`src/rtl/jt12_ch_acc_pkg.sv`:
```
// Shared definitions for the channel accumulator: slot-group codes, the carrier
// lookup by algorithm and an output-width clamp.
package jt12_ch_acc_pkg;

  // Slot groups arrive in S1, S3, S2, S4 order within a frame
  localparam logic [1:0] GRP_S1 = 2'd0;
  localparam logic [1:0] GRP_S3 = 2'd1;
  localparam logic [1:0] GRP_S2 = 2'd2;
  localparam logic [1:0] GRP_S4 = 2'd3;

  function automatic logic is_carrier(input logic [2:0] alg, input logic [1:0] grp);
    case (grp)
      GRP_S4:  return 1'b1;
      GRP_S2:  return alg >= 3'd4;
      GRP_S3:  return alg >= 3'd5;
      default: return alg == 3'd7;
    endcase
  endfunction

  function automatic logic signed [20:0] clamp_w(input logic signed [20:0] v, input int w);
    logic signed [20:0] hi;
    logic signed [20:0] lo;
    hi = (21'sd1 <<< (w - 1)) - 21'sd1;
    lo = -hi - 21'sd1;
    if (v > hi) return hi;
    if (v < lo) return lo;
    return v;
  endfunction

endpackage

```
`src/rtl/jt12_sh.sv`:
```
// Fixed-length delay line; drop is the value pushed 'stages' enabled cycles ago.
module jt12_sh #(
  parameter int width  = 18,
  parameter int stages = 6
) (
  input  logic             clk,
  input  logic             rst,
  input  logic             clk_en,
  input  logic [width-1:0] din,
  output logic [width-1:0] drop
);

  logic [width-1:0] bits [stages];

  always_ff @(posedge clk) begin
    if (rst) begin
      for (int i = 0; i < stages; i++) bits[i] <= '0;
    end else if (clk_en) begin
      bits[0] <= din;
      for (int i = 1; i < stages; i++) bits[i] <= bits[i-1];
    end
  end

  assign drop = bits[stages-1];

endmodule

```
`src/rtl/jt12_ch_acc.sv`:
```
// Sums carrier operator samples per channel from the slot-multiplexed stream,
// emits a panned sample per channel and a saturated L/R mix once per frame.
module jt12_ch_acc
  import jt12_ch_acc_pkg::*;
#(
  parameter int num_ch = 6,
  parameter int out_w  = 16
) (
  input  logic             clk,
  input  logic             rst,
  input  logic             clk_en,
  input  logic             zero,
  input  logic [13:0]      op_in,
  input  logic [2:0]       alg,
  input  logic [1:0]       rl,
  output logic [out_w-1:0] ch_l,
  output logic [out_w-1:0] ch_r,
  output logic [2:0]       ch_num,
  output logic             ch_valid,
  output logic [out_w-1:0] mix_l,
  output logic [out_w-1:0] mix_r,
  output logic             mix_valid
);

  // Slot position kept as (group, channel) so no divide is needed
  logic [2:0]  ch_cnt, ch, ch_nx;
  logic [1:0]  grp_cnt, grp, grp_nx;
  logic        last_ch;

  logic signed [17:0] term, acc_drop, sum;
  logic        [17:0] sh_din, sh_drop;
  logic signed [20:0] pan_l, pan_r;
  logic signed [20:0] mix_acc_l, mix_acc_r, mix_sum_l, mix_sum_r;
  logic signed [20:0] ch_l_c, ch_r_c, mix_l_c, mix_r_c;

  always_comb begin
    ch      = zero ? 3'd0 : ch_cnt;
    grp     = zero ? GRP_S1 : grp_cnt;
    last_ch = (ch == 3'(num_ch - 1));
    ch_nx   = last_ch ? 3'd0 : ch + 3'd1;
    grp_nx  = last_ch ? grp + 2'd1 : grp;
  end

  always_comb begin
    term      = is_carrier(alg, grp) ? {{4{op_in[13]}}, op_in} : 18'sd0;
    acc_drop  = $signed(sh_drop);
    sum       = acc_drop + term;
    sh_din    = (grp == GRP_S1) ? term : sum;
    pan_l     = rl[1] ? {{3{sum[17]}}, sum} : 21'sd0;
    pan_r     = rl[0] ? {{3{sum[17]}}, sum} : 21'sd0;
    // Channel 0 starts a fresh mix, so a resync never carries stale sums
    mix_sum_l = ((ch == 3'd0) ? 21'sd0 : mix_acc_l) + pan_l;
    mix_sum_r = ((ch == 3'd0) ? 21'sd0 : mix_acc_r) + pan_r;
    ch_l_c    = clamp_w(pan_l, out_w);
    ch_r_c    = clamp_w(pan_r, out_w);
    mix_l_c   = clamp_w(mix_sum_l, out_w);
    mix_r_c   = clamp_w(mix_sum_r, out_w);
  end

  jt12_sh #(.width(18), .stages(num_ch)) u_acc_sh (
    .clk    (clk),
    .rst    (rst),
    .clk_en (clk_en),
    .din    (sh_din),
    .drop   (sh_drop)
  );

  always_ff @(posedge clk) begin
    if (rst) begin
      ch_cnt    <= '0;
      grp_cnt   <= GRP_S1;
      ch_l      <= '0;
      ch_r      <= '0;
      ch_num    <= '0;
      ch_valid  <= 1'b0;
      mix_l     <= '0;
      mix_r     <= '0;
      mix_valid <= 1'b0;
      mix_acc_l <= '0;
      mix_acc_r <= '0;
    end else if (clk_en) begin
      ch_cnt    <= ch_nx;
      grp_cnt   <= grp_nx;
      ch_valid  <= 1'b0;
      mix_valid <= 1'b0;
      if (grp == GRP_S4) begin
        ch_l      <= ch_l_c[out_w-1:0];
        ch_r      <= ch_r_c[out_w-1:0];
        ch_num    <= ch;
        ch_valid  <= 1'b1;
        mix_acc_l <= mix_sum_l;
        mix_acc_r <= mix_sum_r;
        if (last_ch) begin
          mix_l     <= mix_l_c[out_w-1:0];
          mix_r     <= mix_r_c[out_w-1:0];
          mix_valid <= 1'b1;
        end
      end
    end
  end

endmodule

```
`config.mk`:
```
export PLATFORM = sky130hd
export DESIGN_NAME = jt12_ch_acc
export DESIGN_NICKNAME = d
export VERILOG_FILES = /design/src/rtl/jt12_ch_acc_pkg.sv /design/src/rtl/jt12_sh.sv /design/src/rtl/jt12_ch_acc.sv
export SDC_FILE = /design/constraint.sdc
export NUM_CORES = 1
export LEC_CHECK = 0
export ABC_AREA = 1
export ABC_CLOCK_PERIOD_IN_PS = 6400
export BUFFER_PORTS_ARGS = -buffer_cell sky130_fd_sc_hd__buf_4
export CORE_MARGIN = 2
export CORE_UTILIZATION = 57
export CTS_BUF_LIST = sky130_fd_sc_hd__clkbuf_2 sky130_fd_sc_hd__clkbuf_4 sky130_fd_sc_hd__clkbuf_8
export CTS_CLUSTER_DIAMETER = 150
export DETAILED_ROUTE_END_ITERATION = 10
export PLACE_DENSITY = 0.85
export SYNTH_ARGS = -nofsm -noshare
export SYNTH_HDL_FRONTEND = slang
export SYNTH_SLANG_ARGS = --single-unit
```
`constraint.sdc`:
```
create_clock -name clk -period 6.4 [get_ports clk]
set_clock_uncertainty 0.05 [all_clocks]
set_input_delay 1.6 -clock clk [delete_from_list [all_inputs] [get_ports clk]]
set_output_delay 1.6 -clock clk [all_outputs]
set_load 0.02 [all_outputs]
```
Word-level counts from Yosys, hierarchy flattened
Memory sizes are Yosys's and may differ from the RTL's.
Index checks and enable logic that the tools add are counted.
Storage, ports and cells
  output and inout port bits: 69
  bits in registers: 116
  memories: 1
  input bits: 23
  RAM bits: 108
  word-level logic and storage cells: 95
Memories
  u_acc_sh.bits: depth 6, bits a word 18, rd ports 6, clocked after Yosys merged registers in 0, wr ports 6, line jt12_sh.sv:13  | logic [width-1:0] bits [stages];
Cells by class
  $add $sub $neg: 5
  bitwise logic cells: 6
  equal/unequal tests: 5
  muxes and demuxes: 53
  reductions and logical operators: 4
  magnitude comparators: 10
Operators by type and width (number)
  $mux 16: 16
  $mux 18: 8
  $gt 21x16->1 const B: 4
  $lt 21x16->1 const B: 4
  $mux 21: 4
  $add 21x21->21: 2
  $mux 1: 20
  $add 18x18->18: 1
  $eq 3x3->1 const B: 2
  $ge 3x3->1 const B: 2
  $mux 3: 2
  $or 1x1->1: 6
  $eq 2x2->1 const B: 2
  $mux 2: 2
  $add 3x1->3 const B: 1
  $logic_not 3->1: 1
  $pmux 1 s3: 1
  $reduce_and 3->1: 1
  $add 2x1->2 const B: 1
  $eq 2x1->1 const B: 1
  $logic_not 2->1: 1
  $reduce_and 2->1: 1

Logic depth before layout (Yosys ltp)
Gate-level depths: netlist of the first run.
  depth in word-level cells: 12
  depth in mapped cells: 42
  gate-level depth less buffers: 42

Modules after synthesis
A second synthesis of the first run with hierarchy kept.
Second synthesis, totals
  cells, all modules: 1675
  area, all modules: 12838.6 sq um
By module, submodules not included
  jt12_ch_acc: cells each 1319, times used 1, area each 8559.5 sq um, seq. area each 2322.2 sq um
  jt12_sh: cells each 356, times used 1, area each 4279.1 sq um, seq. area each 3243.1 sq um

Worst setup path after synthesis of the first run
No wires, ideal clock.
  path type: in2reg
  start: in zero
  end: reg mix_l[14]
  stages: 38
  required time: 6233 ps
  path slack: -191 ps
  setup time: 117 ps
  path buffers: 2
  data arrival time: 6424 ps
  path through: nor2_1 inv_1 ha_1 nand2_1 nand2_1 clkbuf_1 nor2_1 ha_1 inv_1 fa_1 o21ai_1 a211oi_1 nor2_1 nand2_1 nand2_1 nand2_1 nand2_1 a21boi_0 [... 2 more ...] nor2_1 ha_1 nand2_1 nor2_1 nand4_1 o211ai_1 nand2_1 inv_1 nand2_2 nand2_1 nand2_1 nand2_1 nand3_1 nand2_2 nand2_2 buf_6 a21oi_1 nor2_1
On the way
  word-level cells in the longest chain between the ends: 12
  elaborated cells on any way between the ends: 22
  classes of those cells: 2 x add/sub; 2 x order compare; 4 x eq/ne; 12 x mux; 2 x reduce/logical
Ends and longest elaborated chain
  start, declared: line jt12_ch_acc.sv:12  | input logic zero,
  $mux 2: line jt12_ch_acc.sv:38  | grp = zero ? GRP_S1 : grp_cnt;
  $eq 2x1->1 (tied with other cells): line jt12_ch_acc_pkg.sv:12  | case (grp)
  $pmux 1 s3: line jt12_ch_acc_pkg.sv:12
  $mux 18: line jt12_ch_acc.sv:45  | term = is_carrier(alg, grp) ? {{4{op_in[13]}}, op_in} : 18'sd0;
  $add 18x18->18: line jt12_ch_acc.sv:47  | sum = acc_drop + term;
  $mux 21: line jt12_ch_acc.sv:49  | pan_l = rl[1] ? {{3{sum[17]}}, sum} : 21'sd0;
  $add 21x21->21: line jt12_ch_acc.sv:52  | mix_sum_l = ((ch == 3'd0) ? 21'sd0 : mix_acc_l) + pan_l;
  $lt 21x16->1: line jt12_ch_acc_pkg.sv:26  | if (v < lo) return lo;
  $mux 1 (2 in series): line jt12_ch_acc_pkg.sv:26
  $mux 16: line jt12_ch_acc_pkg.sv:27  | return v;
  $mux 16: line jt12_ch_acc_pkg.sv:26
  end signal, assigned: line jt12_ch_acc.sv:94  | mix_l <= mix_l_c[out_w-1:0];
  end, declared: line jt12_ch_acc.sv:20  | output logic [out_w-1:0] mix_l,
Parallel ways exist; a longest one is shown, timed or not. The select of a mux whose other input is x is not followed.
A chain may end at the register's enable or synchronous reset.

Final worst setup path of the first run
  start: in zero
  end: reg mix_r[8]
On the way
  word-level cells in the longest chain between the ends: 12
  elaborated cells on any way between the ends: 22
  classes of those cells: 2 x add/sub; 2 x order compare; 4 x eq/ne; 12 x mux; 2 x reduce/logical
Ends and longest elaborated chain
  $mux 2: line jt12_ch_acc.sv:38
  $eq 2x1->1 (tied with other cells): line jt12_ch_acc_pkg.sv:12
  $pmux 1 s3: line jt12_ch_acc_pkg.sv:12
  $mux 18: line jt12_ch_acc.sv:45
  $add 18x18->18: line jt12_ch_acc.sv:47
  $mux 21: line jt12_ch_acc.sv:50  | pan_r = rl[0] ? {{3{sum[17]}}, sum} : 21'sd0;
  $add 21x21->21: line jt12_ch_acc.sv:53  | mix_sum_r = ((ch == 3'd0) ? 21'sd0 : mix_acc_r) + pan_r;
  $lt 21x16->1: line jt12_ch_acc_pkg.sv:26
  $mux 1 (2 in series): line jt12_ch_acc_pkg.sv:26
  $mux 16: line jt12_ch_acc_pkg.sv:27
  $mux 16: line jt12_ch_acc_pkg.sv:26
  end signal, assigned: line jt12_ch_acc.sv:95  | mix_r <= mix_r_c[out_w-1:0];
  end, declared: line jt12_ch_acc.sv:21  | output logic [out_w-1:0] mix_r,
Parallel ways exist; a longest one is shown, timed or not. The select of a mux whose other input is x is not followed.

==> results of run 1 <==
## where the power goes
group          switching, W  leakage [nW]  internal, W  total (W)
Combinational      0.000215          4.58     0.000123   0.000339
Clock              0.000604         0.447     0.000832    0.00144
Sequential        0.0000139          2.13      0.00154    0.00156
Total              0.000833          7.16      0.00250    0.00333
## per-layer routing
metal  vias to the layer above  wire, µm  GRT usage, %
met3                        93      2053         4.055
li1                       5366         -             -
met5                         -         0             0
met2                       395     14810         46.51
met1                      5052     13320         36.43
met4                         0      1519         14.06
## area by class of cell
cell class / count / share of cell area (%)
repair buffers: 236 / 11.95
flip-flops and latches: 224 / 36.84
well taps: 275 / 2.278
inverters: 265 / 6.584
multi-input cells: 984 / 36.67
clock buffers: 55 / 4.638
clock inverters: 15 / 1.035
## cell families (layout without fill, tap and decap cells)
logic type / count (synthesis) / in the layout / synth area share, %
compound gates: 339 / 339 / 15.46
xor+xnor: 52 / 52 / 3.949
flops: 224 / 224 / 45.98
buf+inv: 322 / 571 / 10.30
fa+ha+maj: 63 / 63 / 6.698
simple gates: 529 / 530 / 17.61
## registers in the layout, indices dropped and copies added (netlist names)
| register | count |
|---|---|
| ch_cnt | 3 |
| mix_l | 16 |
| ch_num | 3 |
| ch_l | 16 |
| mix_r | 16 |
| ch_valid | 1 |
| grp_cnt | 2 |
| ch_r | 16 |
| mix_acc_l | 21 |
| mix_valid | 1 |
| mix_acc_r | 21 |
| u_acc_sh.bits | 108 |
## layout by cell type, fill, tap and decap left out, drive strengths merged, types with 3 or more instances in the layout
master / instances
a211oi: 8
a21oi: 172
a31oi: 5
buf: 235
bufinv: 3
clkbuf: 56
clkinv: 10
dfxtp: 116
edfxtp: 108
fa: 3
ha: 60
inv: 265
nand2: 241
nand3: 40
nand4: 5
nor2: 236
o211ai: 17
o21ai: 125
o22ai: 4
xnor2: 23
xor2: 29
## path summary, 6_finish.rpt
check                from            to  slack [ns]  depth (start not counted)
max                  zero      mix_r[8]        0.35                         36
min          mix_acc_r[1]  mix_acc_r[1]        0.40                          2
max reg2reg    grp_cnt[1]      mix_r[8]        1.19                         36
min reg2reg  mix_acc_r[1]  mix_acc_r[1]        0.40                          2
## synthesized netlist by cell type, types with 6 or more instances
library cell | instances | area share (%)
inv_1 | 261 | 8.1
a211oi_1 | 8 | 0.50
a21oi_2 | 16 | 1.2
xnor2_1 | 21 | 1.5
nand2_1 | 231 | 7.2
buf_2 | 6 | 0.25
o21ai_0 | 119 | 4.9
xor2_1 | 28 | 2.0
nand2_2 | 7 | 0.36
clkbuf_1 | 35 | 1.1
ha_1 | 60 | 6.2
a21oi_1 | 155 | 6.4
o211ai_1 | 17 | 1.1
edfxtp_1 | 108 | 27
buf_1 | 12 | 0.37
nor2_1 | 235 | 7.3
dfxtp_1 | 116 | 19
nand3_1 | 37 | 1.5
## critical path, delay by kind of cell
family          cells  cell delay (ns)
buf+inv             7             0.78
simple gates       17             1.97
xor+xnor            1             0.21
fa+ha+maj           3             0.83
compound gates      8             1.03
## metrics by stage
step	setup slack (ns)	util, %
floorplan	0.02114	-
global placement	-0.1637	66.58
detailed placement	-0.3167	66.58
CTS	0.2257	70.67
global route	-0.03595	72.09
finish	0.3531	72.09
## repair_timing
| action | in CTS | in global routing |
|---|---|---|
| setup buffers | 0 | 7 |
| resized for setup | 0 | 59 |
| endpoints found under the setup margin | 0 | 36 |
==> results.toml, run 1 <==
[status]
outcome = "complete, no violations"

[place]
hpwl_um = 21650
place_area_um2 = 13950
portBuffers = 91
place_congestion = 0.9757
dp_cells = 1975

[layout]
fillers = 1618
fin_cells = 2054
layout.nets = 1835
final_area_um2 = 15110
multi_input_area_um2 = 5540
layout-drive-gt1-share_pct = 22.48
antennaDiodeCount = 0
syn_to_final_growth_pct = 24.81
regArea_um2 = 5565

[run]
maxCapViolations = 0

[logic_synthesis]
synth_warnings = 0
ys_seq_area_share_pct = 45.98
avgSynthCellArea_um2 = 7.916
yosysUniqueCellTypes = 46
synthArstFlopShare_pct = 0
synth_area_um2 = 12100
synth-edff-count = 108
ys_seq_elements = 224
syn_nets = 1615
syn-instance-count = 1529
synthFlopType = "dfxtp_1"

[die]
dieWidth_um = 149.7
dieArea_um2 = 22420
die_h_um = 149.7
pin_count = 92
start_util_pct = 57.76
core-area_um2 = 20960
num_rows = 53

[drt]
drt_iter0_markers = 745
vias = 10910
drc_errors = 0
wl_per_cell_um = 15.43
dr.pass1.iters = 5
antenna_left = 0
post_drt_via_cell_ratio = 5.310
wirelength_um = 31700

[grt]
grt_first_pass_wirelength_um = 50430
grt_pass1_vias = 10500
grt_usage_pct = 28.20
grt_max_degree = 87
grt_antenna_before_repair = 0
gr-total-overflow = 0

[sta]
slew_headroom_pct = 27.74
max_freq_ghz = 0.1654
period_share_pct = 94.48
finalCriticalPeriod_ns = 6.047
holdWs_ns = 0.4027
tns_ns = 0
drv_slew = 0
tightest_slew_ns = 1.084
setup_viol = 0
hold_violations = 0

[power]
vdd_drop_max_uv = 170.7
total_power_w = 0.003333
p_leak_nw = 7.159
power_density_nw_per_um2 = 220.6

[critical_path]
start_kind = "primary input"
cp_max_fo = 10
cpMaxStageDelayCell = "ha_1"
worst_setup_path_end_kind = "register"
critPathKind = "primary input to register"
critical_path_arrival_ns = 6.42
slowest_delay_ns = 0.36
worstPathRequired_ns = 6.77
crit_top_cell = "nand2_1"

[hold_path]
hp-class = "register to register"

[clocking]
numClockSinks = 224
path_clk_slew_ns = 0.06
root_buffer = "clkbuf_8"
numCtsBuffers = 38
clockBufferDepth = 3
clk_latency_ns = 0.55
cts_max_level = 2
cts_hold_buf = 0
cts_tree = "built"
Note: power is estimated with default switching activity, not from simulation.
==> run 2: changes to the inputs <==
--- a/config.mk
+++ b/config.mk
@@ -9,11 +9,12 @@
 export ABC_CLOCK_PERIOD_IN_PS = 6400
 export BUFFER_PORTS_ARGS = -buffer_cell sky130_fd_sc_hd__buf_4
 export CORE_MARGIN = 2
-export CORE_UTILIZATION = 57
+export CORE_UTILIZATION = 40
 export CTS_BUF_LIST = sky130_fd_sc_hd__clkbuf_2 sky130_fd_sc_hd__clkbuf_4 sky130_fd_sc_hd__clkbuf_8
 export CTS_CLUSTER_DIAMETER = 150
 export DETAILED_ROUTE_END_ITERATION = 10
-export PLACE_DENSITY = 0.85
+export PLACE_DENSITY = 0.65
 export SYNTH_ARGS = -nofsm -noshare
 export SYNTH_HDL_FRONTEND = slang
+export SYNTH_HIERARCHICAL = 1
 export SYNTH_SLANG_ARGS = --single-unit
==> results.toml, run 2 <==
[sta]
drv_slew = 0
tightest_slew_ns = 1.121
slew_headroom_pct = 25.26
max_freq_ghz = 0.1652
period_share_pct = 94.59
setup_viol = 0
hold_violations = 0
finalCriticalPeriod_ns = 6.054

[layout]
final_cell_mix = "inv_1 (303), buf_4 (277), nand2_1 (262), nor2_1 (248), a21oi_1 (121)"
layout.nets = 2004
post-route-util_pct = 50.70
reg.largest.list = "u_acc_sh/bits (108), mix_acc_l (21), mix_acc_r (21)"
syn_to_final_growth_pct = 24.61
largest_reg_flops = 108
top_register = "u_acc_sh/bits"
layout-drive-gt1-share_pct = 23.35
final_area_um2 = 16000
layout_commonest_cell = "inv_1"

[logic_synthesis]
syn-instance-count = 1675
synthTopCellsByArea = "edfxtp_1 (25%), dfxtp_1 (18%), inv_1 (8.9%), nand2_1 (7.9%), nor2_1 (7.5%)"
synth-edff-count = 108
synthTopCellsByCount = "inv_1 (303), nand2_1 (269), nor2_1 (258), a21oi_1 (126), o21ai_0 (117)"
synth_most_common_cell = "inv_1"
synth.largest_area_cell = "edfxtp_1"
avgSynthCellArea_um2 = 7.665
syn_nets = 1760
ys_seq_area_share_pct = 43.35
yosysUniqueCellTypes = 50
synth_area_um2 = 12840
synth_warnings = 6
synth_top_area_share_pct = 25.26
ys_seq_elements = 224
synthFlopType = "dfxtp_1"
synthArstFlopShare_pct = 0

[critical_path]
path_delay_family = "simple AND/OR/NAND/NOR gates"
critPathKind = "primary input to register"
slowest_delay_ns = 0.39
cp_max_fo = 12
r2r-start = "grp_cnt[0]"
r2r_end = "mix_r[6]"
cpMaxStageDelayCell = "xor2_2"
critical_path_arrival_ns = 6.45
worst_setup_path_end_kind = "register"
start_kind = "primary input"
crit_start = "zero"
reg2reg_slack_ns = 1.17
reg2regPathDepth = 34
cp_num_cells = 34
crit_top_cell = "nand2_1"
worstPathRequired_ns = 6.79
crit_end = "mix_r[6]"
critPathBufInv = 9

[power]
total_power_w = 0.003281
vdd_drop_max_uv = 104.9
p_leak_nw = 7.755
power_density_nw_per_um2 = 205.1

[die]
die_h_um = 183.2
pin_count = 92
dieWidth_um = 183.2
core-area_um2 = 31560
num_rows = 65
start_util_pct = 40.69
dieArea_um2 = 33550

[drt]
drc_errors = 0
post_drt_via_cell_ratio = 4.804
wl_per_cell_um = 14.06
antenna_left = 0
dr.pass1.iters = 8
drt_iter0_markers = 823
wirelength_um = 33000
vias = 11280

[clocking]
cts_tree = "built"
cts_max_level = 2
clockBufferDepth = 3
clk_latency_ns = 0.56
numClockSinks = 224
numCtsBuffers = 40
path_clk_slew_ns = 0.06
cts_setup_buffers = 0
root_buffer = "clkbuf_8"

[place]
place_area_um2 = 15040
portBuffers = 91
place_congestion = 0.8682
hpwl_um = 23810

[grt]
gr-total-overflow = 0
grt_usage_pct = 19.63
grt_pass1_vias = 11090
grt_max_degree = 109
grt_first_pass_wirelength_um = 53390
grt_antenna_before_repair = 1

[hold_path]
hp-class = "register to register"

[status]
outcome = "complete, no violations"

[run]
maxCapViolations = 0
## run 2: cell count changes in the layout (fill, tap and decap cells not counted), moves of 5 or more
cell and delta:
a21oi_1 -21, buf_4 +44, clkbuf_4 +5, inv_1 +45
nand2_1 +39, nand2_2 +14, nand3_1 +31, nand4_1 +9
nor2_1 +30, o211ai_1 -11, xnor2_1 -6
## run 2: final cells by class
| cell class | instances | area, µm² |
|---|---|---|
| diodes | 1 | 2.502 |
| clock inverters | 11 | 58.81 |
| fillers | 3055 | 15560 |
| multi-input cells | 1064 | 5873 |
| repair buffers | 281 | 2156 |
| inverters | 308 | 1156 |
| flip-flops and latches | 224 | 5565 |
| well taps | 402 | 503.0 |
| clock buffers | 56 | 683.2 |
## run 2: worst min path at each step
stage | startpoint | to | slack (ns) | depth (start not counted)
floorplan | mix_acc_l[0] | mix_acc_l[0] | 0.38 | 2
global placement | mix_acc_r[0] | mix_acc_r[0] | 0.39 | 2
detailed placement | mix_acc_l[1] | mix_acc_l[1] | 0.40 | 2
CTS | mix_acc_l[1] | mix_acc_l[1] | 0.40 | 2
global route | mix_acc_r[0] | mix_acc_r[0] | 0.43 | 2
finish | mix_acc_l[1] | mix_acc_l[1] | 0.41 | 2
## run 2: where the power goes
| group | internal (W) | switching (W) |
|---|---|---|
| sequential | 0.00155 | 0.0000138 |
| combinational | 0.000178 | 0.000278 |
| clock | 0.000685 | 0.000578 |
## run 2: timing repair
item / 4_1_cts / 5_1_grt
setup endpoints to repair: 0 / 38
hold buffers: 0 / 0
resized for setup: 0 / 41
## run 2: cells by family (layout without fill, tap and decap cells)
logic type / after synthesis / in the layout / share of synthesized area [%]
buffers and inverters: 388 / 656 / 12.46
and+or+nand+nor: 652 / 653 / 21.35
other: 0 / 1 / 0
adders and majority gates: 62 / 62 / 6.218
DFF: 224 / 224 / 43.35
xor gates and xnor gates: 44 / 44 / 3.177
AOI/OAI and AO/OA: 304 / 304 / 13.35
muxes: 1 / 1 / 0.08770
## run 2: worst register-to-register path, delay by kind of cell (launching register included)
kind,cells,cell delay [ns]
adder cells (fa/ha/maj),3,0.75
AO/OA/AOI/OAI,6,1.15
XOR/XNOR,2,0.55
AND/OR/NAND/NOR,14,1.29
flip-flops,1,0.33
buffers and inverters,9,1.02
## run 2: through the flow
stage               setup WS [ns]  std cells  hold slack, ns    TNS, ns
floorplan                  0.2951       1675          0.3800          0
global placement          -0.3725       2277          0.3893     -10.95
detailed placement        -0.4247       2277          0.3957     -11.12
CTS                        0.1303       2344          0.4041          0
global route            -0.002002       2346          0.4332  -0.003980
finish                     0.3465       2347          0.4054          0
## run 2: routing by layer
| layer | vias to the layer above | global-route usage, % | wire length [µm] |
|---|---|---|---|
| met5 | - | 0 | 0 |
| met4 | 0 | 6.400 | 890 |
| met3 | 54 | 3.733 | 1757 |
| met2 | 262 | 32.97 | 15260 |
| met1 | 5159 | 25.51 | 15100 |
| li1 | 5800 | - | - |
==> run 3: changes to the inputs <==
--- a/config.mk
+++ b/config.mk
@@ -14,6 +14,7 @@
 export CTS_CLUSTER_DIAMETER = 150
 export DETAILED_ROUTE_END_ITERATION = 10
 export PLACE_DENSITY = 0.65
+export RECOVER_POWER = 100
 export SYNTH_ARGS = -nofsm -noshare
 export SYNTH_HDL_FRONTEND = slang
 export SYNTH_HIERARCHICAL = 1
==> results.toml, run 3 (synthesis results as in run 2) <==
[critical_path]
reg2regPathDepth = 34
reg2reg_slack_ns = 1.13
worst_setup_path_end_kind = "register"
start_kind = "primary input"
crit_top_cell = "nand2_1"
critPathKind = "primary input to register"
cpMaxStageDelayCell = "xor2_2"
worstPathRequired_ns = 6.79
critical_path_arrival_ns = 6.48
r2r_end = "mix_r[6]"
r2r-start = "grp_cnt[0]"
slowest_delay_ns = 0.39
cp_max_fo = 12

[layout]
top_register = "u_acc_sh/bits"
final_area_um2 = 15660
regArea_um2 = 5565
layout_commonest_cell = "inv_1"
layout-drive-gt1-share_pct = 18.72
multi_input_area_um2 = 5828
final_cell_mix = "inv_1 (304), nand2_1 (266), nor2_1 (249), buf_4 (188), a21oi_1 (125)"
post-route-util_pct = 49.63
layout.nets = 2004
reg.largest.list = "u_acc_sh/bits (108), mix_acc_l (21), mix_acc_r (21)"
largest_reg_flops = 108
syn_to_final_growth_pct = 21.99
fillers = 3149

[clocking]
cts_tree = "built"
clockBufferDepth = 3
root_buffer = "clkbuf_8"
path_clk_slew_ns = 0.06
cts_setup_buffers = 0
cts_hold_buf = 0
cts_max_level = 2
clk_latency_ns = 0.56
numCtsBuffers = 40
numClockSinks = 224

[hold_path]
hp-class = "register to register"
hold_end = "mix_acc_l[1]"
hold_path.startpoint = "mix_acc_l[1]"
whs_path_depth = 2

[drt]
drt_iter0_markers = 733
drc_errors = 0
dr.pass1.iters = 7
vias = 11340
wl_per_cell_um = 14.07
post_drt_via_cell_ratio = 4.830
antenna_left = 0
wirelength_um = 33030

[grt]
gr-total-overflow = 0
grt_usage_pct = 19.63
grt_pass1_vias = 11090
grt_antenna_before_repair = 1
grt_first_pass_wirelength_um = 53390
grt_max_degree = 109

[sta]
hold_violations = 0
setup_ws_ns = 0.3077
period_share_pct = 95.19
tightest_slew_ns = 3.574
max_freq_ghz = 0.1641
drv_slew = 281
setup_viol = 0
finalCriticalPeriod_ns = 6.092
slew_headroom_pct = -138.3

[die]
dieWidth_um = 183.2
num_rows = 65
core-area_um2 = 31560
start_util_pct = 40.69
die_h_um = 183.2
pin_count = 92
dieArea_um2 = 33550

[place]
dp_slack_ns = -0.4247
portBuffers = 91
place_congestion = 0.8682
hpwl_um = 23810
place_area_um2 = 15040

[status]
outcome = "complete, but fails checks"
violations = "capacitance limit, slew limit"

[power]
vdd_drop_max_uv = 105.2
power_density_nw_per_um2 = 209.4
p_leak_nw = 7.421

[run]
maxCapViolations = 5
run 3: cell types whose count changed in the layout (fill, tap and decap cells not counted), moves of 3 or more:
cell,delta
buf_4,-89
clkbuf_1,+77
clkbuf_4,+11
a21oi_1,+4
a21oi_2,-4
nand2_1,+4
nand2_2,-3
run 3: final cells by class:
cell class / instances / share of cell area, %
Multi-Input combinational cell: 1064 / 37.21
Sequential cell: 224 / 35.54
Clock buffer: 56 / 4.362
Clock inverter: 11 / 0.3755
Timing Repair Buffer: 281 / 11.90
Tap cell: 402 / 3.212
Inverter: 308 / 7.382
Antenna cell: 1 / 0.01598
run 3: what timing repair did:
item,CTS,global route
resized for setup,0,41
endpoints found under the hold margin,0,0
setup endpoints to repair,0,38
run 3: critical path, delay by kind of cell:
family / cells / cell delay, ns
xor gates and xnor gates: 2 / 0.55
AOI/OAI and AO/OA: 6 / 1.13
buffers and inverters: 9 / 1.11
and+or+nand+nor: 14 / 1.32
adders and majority gates: 3 / 0.75
run 3: where the power goes:
| part | internal, W | switching (W) | total (W) |
|---|---|---|---|
| logic | 0.000177 | 0.000277 | 0.000454 |
| clock network | 0.000685 | 0.000578 | 0.00126 |
| registers | 0.00155 | 0.0000138 | 0.00156 |
run 3: worst max path at each step:
stage	slack (ns)	startpoint	endpoint
floorplan	0.30	zero	mix_r[10]
detailed placement	-0.42	zero	mix_r[5]
global placement	-0.37	zero	mix_r[5]
global route	-0.002	zero	mix_r[6]
CTS	0.13	zero	mix_r[5]
finish	0.31	zero	mix_r[6]
run 3: per-layer routing:
metal	track usage, %	vias to the layer above	share of wire (%)
met5	0	-	0
li1	-	5808	-
met3	3.733	56	5.4
met4	6.400	0	2.6
met2	32.97	270	46
met1	25.51	5202	46
run 3: stage by stage:
stage               cells  total power (W)  hold WS, ns  setup TNS (ns)
CTS                  2344         0.003313       0.4041               0
global route         2346         0.003437       0.4332       -0.003049
global placement     2277         0.002028       0.3893          -10.95
floorplan            1675         0.001848       0.3800               0
finish               2347         0.003279       0.4061               0
detailed placement   2277         0.002032       0.3957          -11.12
